===== config.mk =====
export PLATFORM = sky130hd
export DESIGN_NAME = cbus_rr_arbiter
export DESIGN_NICKNAME = d
export VERILOG_FILES = /design/src/rtl/cbus_arb_pkg.sv /design/src/rtl/cbus_pkg.sv /design/src/rtl/cbus_rr_arbiter_rr_pick.sv /design/src/rtl/cbus_rr_arbiter.sv
export SDC_FILE = /design/constraint.sdc
export NUM_CORES = 1
export LEC_CHECK = 0
export CAP_MARGIN = 20
export CORE_AREA = 10 10 209 211
export DETAILED_ROUTE_END_ITERATION = 8
export DIE_AREA = 0 0 219 221
export REMOVE_ABC_BUFFERS = 1
export SLEW_MARGIN = 20
export SYNTH_ARGS = -nofsm -noshare
export SYNTH_HDL_FRONTEND = slang
export SYNTH_SLANG_ARGS = --single-unit

===== constraint.sdc =====
create_clock -name clk -period 2.01 [get_ports clk]
set_clock_uncertainty 0.1 [all_clocks]
set_input_delay 0.402 -clock clk [delete_from_list [all_inputs] [get_ports clk]]
set_output_delay 0.402 -clock clk [all_outputs]
set_load 0.1 [all_outputs]

===== src/rtl/cbus_arb_pkg.sv =====
// Arbiter-local types and limits for cbus_rr_arbiter.
package cbus_arb_pkg;

    localparam int MAX_CH       = 8;
    localparam int ID_W_DEFAULT = 3;

    typedef enum logic [1:0] {
        IDLE = 2'd0,
        BUSY = 2'd1,
        GAP  = 2'd2
    } arb_state_t;

endpackage


===== src/rtl/cbus_pkg.sv =====
// Common CBus request/response structs shared by all masters and the memory port.
package cbus_pkg;

    typedef struct packed {
        logic        valid;
        logic        is_write;
        logic [2:0]  size;
        logic [31:0] addr;
        logic [7:0]  strobe;
        logic [63:0] data;
        logic [7:0]  len;
        logic [1:0]  burst;
    } cbus_req_t;

    typedef struct packed {
        logic        ready;
        logic        last;
        logic [63:0] data;
    } cbus_resp_t;

endpackage


===== src/rtl/cbus_rr_arbiter_rr_pick.sv =====
// Rotating priority encoder: first set req bit scanning upward from base (or from 0 in fixed mode).
// Latency: purely combinational.
// Backpressure: none; the caller decides when the pick is consumed.
module rr_pick #(
    parameter int NUM_CH = 2,
    parameter int ID_W   = 3
) (
    input  logic [NUM_CH-1:0] req,
    input  logic [ID_W-1:0]   base,
    input  logic              rr_mode,
    output logic              any,
    output logic [ID_W-1:0]   idx
);

    logic [2*NUM_CH-1:0] dbl;
    int                  start;
    int                  cand;

    always_comb begin
        any   = |req;
        idx   = '0;
        start = rr_mode ? int'(base) : 0;
        cand  = 0;
        // Doubling the vector turns the wrap-around into a plain shift.
        dbl   = {req, req} >> start;
        for (int k = NUM_CH - 1; k >= 0; k--) begin
            if (dbl[k]) begin
                cand = start + k;
                if (cand >= NUM_CH) begin
                    cand = cand - NUM_CH;
                end
                idx = ID_W'(cand);
            end
        end
    end

endmodule


===== src/rtl/cbus_rr_arbiter.sv =====
// N-way CBus arbiter: merges per-master requests onto one memory port, grant held for a whole burst.
// Latency: request valid at edge t is visible on oreq from cycle t+1; data/resp paths are combinational.
// Backpressure: non-granted masters see ready=0 and must hold their request; memory ready passes through.
module cbus_rr_arbiter
    import cbus_pkg::*;
    import cbus_arb_pkg::*;
#(
    parameter int NUM_CH     = 2,
    parameter int ID_W       = ID_W_DEFAULT,
    parameter int RR_MODE    = 1,
    parameter int TURNAROUND = 0
) (
    input  logic              clk,
    input  logic              resetn,
    input  cbus_req_t         ireqs  [NUM_CH],
    output cbus_resp_t        iresps [NUM_CH],
    output cbus_req_t         oreq,
    input  cbus_resp_t        oresp,
    output logic              busy,
    output logic [ID_W-1:0]   grant_id
);

    arb_state_t        state, state_nxt;
    logic [ID_W-1:0]   rr_ptr, rr_ptr_nxt, grant_nxt;
    logic [NUM_CH-1:0] req_vld;
    logic              pick_any;
    logic [ID_W-1:0]   pick_idx;
    logic              done;

    for (genvar i = 0; i < NUM_CH; i++) begin : g_vld
        assign req_vld[i] = ireqs[i].valid;
    end

    rr_pick #(
        .NUM_CH (NUM_CH),
        .ID_W   (ID_W)
    ) u_pick (
        .req     (req_vld),
        .base    (rr_ptr),
        .rr_mode (RR_MODE != 0),
        .any     (pick_any),
        .idx     (pick_idx)
    );

    assign done = (state == BUSY) && oresp.ready && oresp.last;
    assign busy = (state == BUSY);

    always_ff @(posedge clk or negedge resetn) begin
        if (!resetn) begin
            state    <= IDLE;
            grant_id <= '0;
            rr_ptr   <= '0;
        end else begin
            state    <= state_nxt;
            grant_id <= grant_nxt;
            rr_ptr   <= rr_ptr_nxt;
        end
    end

    // Arbitration only ever happens from IDLE, so a completion never re-grants in the same cycle.
    always_comb begin
        state_nxt  = state;
        grant_nxt  = grant_id;
        rr_ptr_nxt = rr_ptr;
        case (state)
            IDLE: begin
                if (pick_any) begin
                    state_nxt = BUSY;
                    grant_nxt = pick_idx;
                end
            end
            BUSY: begin
                if (done) begin
                    state_nxt  = (TURNAROUND != 0) ? GAP : IDLE;
                    rr_ptr_nxt = (grant_id == ID_W'(NUM_CH - 1)) ? '0 : grant_id + ID_W'(1);
                end
            end
            GAP:     state_nxt = IDLE;
            default: state_nxt = IDLE;
        endcase
    end

    always_comb begin
        oreq = '0;
        for (int i = 0; i < NUM_CH; i++) begin
            iresps[i] = '0;
        end
        if (state == BUSY) begin
            for (int i = 0; i < NUM_CH; i++) begin
                if (grant_id == ID_W'(i)) begin
                    oreq      = ireqs[i];
                    iresps[i] = oresp;
                end
            end
        end
    end

endmodule

==> results.yml <==
global_route:
  grt_pass1_vias: 7173
  grt_pass1_wl_microns: 58800
  track_usage: 0.167
  grt_max_degree: 77
  gr-total-overflow: 0
  antenna_found_initial: 11
yosys:
  syn_area_per_cell_sq_um: 6.58
  synth_cells: 554
  syn-cell-area_sq_um: 3640
  synth-edff-count: 0
  synth_xor_xnor_area_share: 0.00721
  synthMuxAreaShare: 0.00275
  ys_seq_area_frac: 0.0481
  ys_seq_elements: 7
  yosys_warnings: 0
  synth_compound_area_frac: 0.271
  synthArstFlopShare: 1.00
  synthAdderAreaFrac: 0.0172
  ys.flop_type: "dfrtp_1"
  synth_top_family_by_area: "simple AND/OR/NAND/NOR gates"
  netlist-cell-type-count: 31
  synth-simple-area-share: 0.520
die:
  coreArea_sq_um: 39500
  start_util: 0.0923
  pin_count: 561
  dieArea_sq_um: 48400
  num_rows: 73
  die_h_microns: 221
  die_x_microns: 219
flow_run:
  cap_viol_max_count: 0
sta:
  rsz0062_at_grt: "true"
  fmax_mhz: 406
  worst_pin_slew_ps: 385
  slew-limit-headroom: 0.744
  slew_viol_final: 0
  hold_viol_final: 0
  post-route-period-util: 1.23
  finalWorstSetupSlack_ps: -453
  finalSetupViolations: 250
  period_minus_slack_ps: 2460
  worst_hold_slack_ps: 341
clocking:
  cts_buffers: 3
  cts_htree_levels: 1
  insertion_delay_ps: 230
  clockBufferDepth: 2
  cts.clk_slew.worst_paths_ps: 40
  cts_root_buf: "clkbuf_16"
  cts_sinks: 7
  ctsHoldBuffers: 0
  cts_tree: "done"
critical_path:
  critPathRequiredTime_ps: 1510
  worst-path-max-fanout: 20
  cp-end-kind: "output port"
  regToRegSetupSlack_ps: 270
  arrival_ps: 1960
  path_class: "flop to output port"
  start_kind: "flop"
placed_design:
  placed_cells: 1652
  dp_hpwl_microns: 37400
  gp_congestion: 0.906
  portBuffers: 560
  dpl_cell_area_sq_um: 12800
route:
  dr.first_iter.drc_count: 450
  dr.pass1.iters: 5
  drc: 0
  num_vias: 6936
  wl_microns: 46000
  wl_per_cell_microns: 27.2
  ant_nets: 0
  vias_per_cell: 4.10
final_layout:
  final_cell_mix: "clkdlybuf4s50_1 (305), buf_12 (273), a22oi_1 (104)"
  multi_input_area_sq_um: 3610
  fillers: 3897
  final_core_util: 0.359
  fin_cells: 1692
  drive_gt1_frac: 0.465
  fin_nets: 1477
  layout_commonest_cell: "clkdlybuf4s50_1"
  synthToLayoutAreaGrowth_pct: 289
  seq_area_sq_um: 181
  design_area_sq_um: 14200
hold_path:
  hp-class: "primary input to asynchronous set/reset pin"
outcome:
  violations: "setup timing"
  status: "finished with violations"
==> sequential cells by signal, summed over array words and instances (netlist names) <==
register / flops
grant_id: 3
rr_ptr: 3
state: 1
==> per-layer routing <==
metal	GRT usage	vias up	wire (microns)
met5	0	-	0
met4	0.0155	0	871
met3	0.0693	45	5130
met2	0.302	451	23300
met1	0.184	3319	16700
li1	-	3121	-
==> Yosys cell counts (all sizes together), types with 2 or more instances <==
cell / n / area share
nand2: 74 / 0.076
dfrtp: 7 / 0.048
xor2: 2 / 0.0048
nor2: 135 / 0.22
ha: 5 / 0.017
clkbuf: 15 / 0.015
nor2b: 119 / 0.20
a22oi: 120 / 0.25
inv: 5 / 0.0052
buf: 47 / 0.11
a21oi: 4 / 0.0055
o21ai: 5 / 0.0069
nor3: 3 / 0.0055
==> worst max-delay path, cell delays in order, from the launching register on <==
cell,delay (ps)
dfrtp_2,440
nor3_4,250
buf_12,190
buf_12,170
a22oi_1,150
nor2b_1,200
buf_4,150
buf_12,160
==> cells by family after synthesis <==
| family | count (synthesis) |
|---|---|
| adder cells (fa/ha/maj) | 5 |
| AND/OR/NAND/NOR | 337 |
| XOR/XNOR | 3 |
| flip-flops | 7 |
| multiplexers | 1 |
| AO/OA/AOI/OAI | 134 |
| buffers and inverters | 67 |
==> stage by stage <==
stage / TNS, ps / setup slack, ps
floorplan: -976780 / -4730
global placement: -28770 / -356
detailed placement: -26280 / -335
CTS: -77680 / -459
global route: -86320 / -511
finish: -71510 / -453
==> final timing paths <==
check / startpoint / endpoint / cells after the start
max: grant_id[2] / oreq[49] / 7
min: resetn / state[0] / 1
max reg2reg: state[0] / grant_id[1] / 4
min reg2reg: rr_ptr[2] / rr_ptr[2] / 2
max in group asynchronous: resetn / state[0] / 1
min in group clk: rr_ptr[2] / rr_ptr[2] / 2
==> timing repair <==
item / in CTS / in global routing
gates cloned: 2 / 15
gates resized for setup: 41 / 181
pin swaps: 1 / 65
setup buffers: 2 / 16
setup endpoints to repair: 251 / 251
==> final cells by class <==
cell class	count	area share
Clock buffer	4	0.00557
Timing Repair Buffer	669	0.678
Tap cell	525	0.0464
Inverter	5	0.00133
Antenna cell	2	0.000353
Multi-Input combinational cell	480	0.255
Sequential cell	7	0.0128
Power is not shown: default switching activity piles up to over one toggle a cycle in this logic, so the estimate is an artifact.
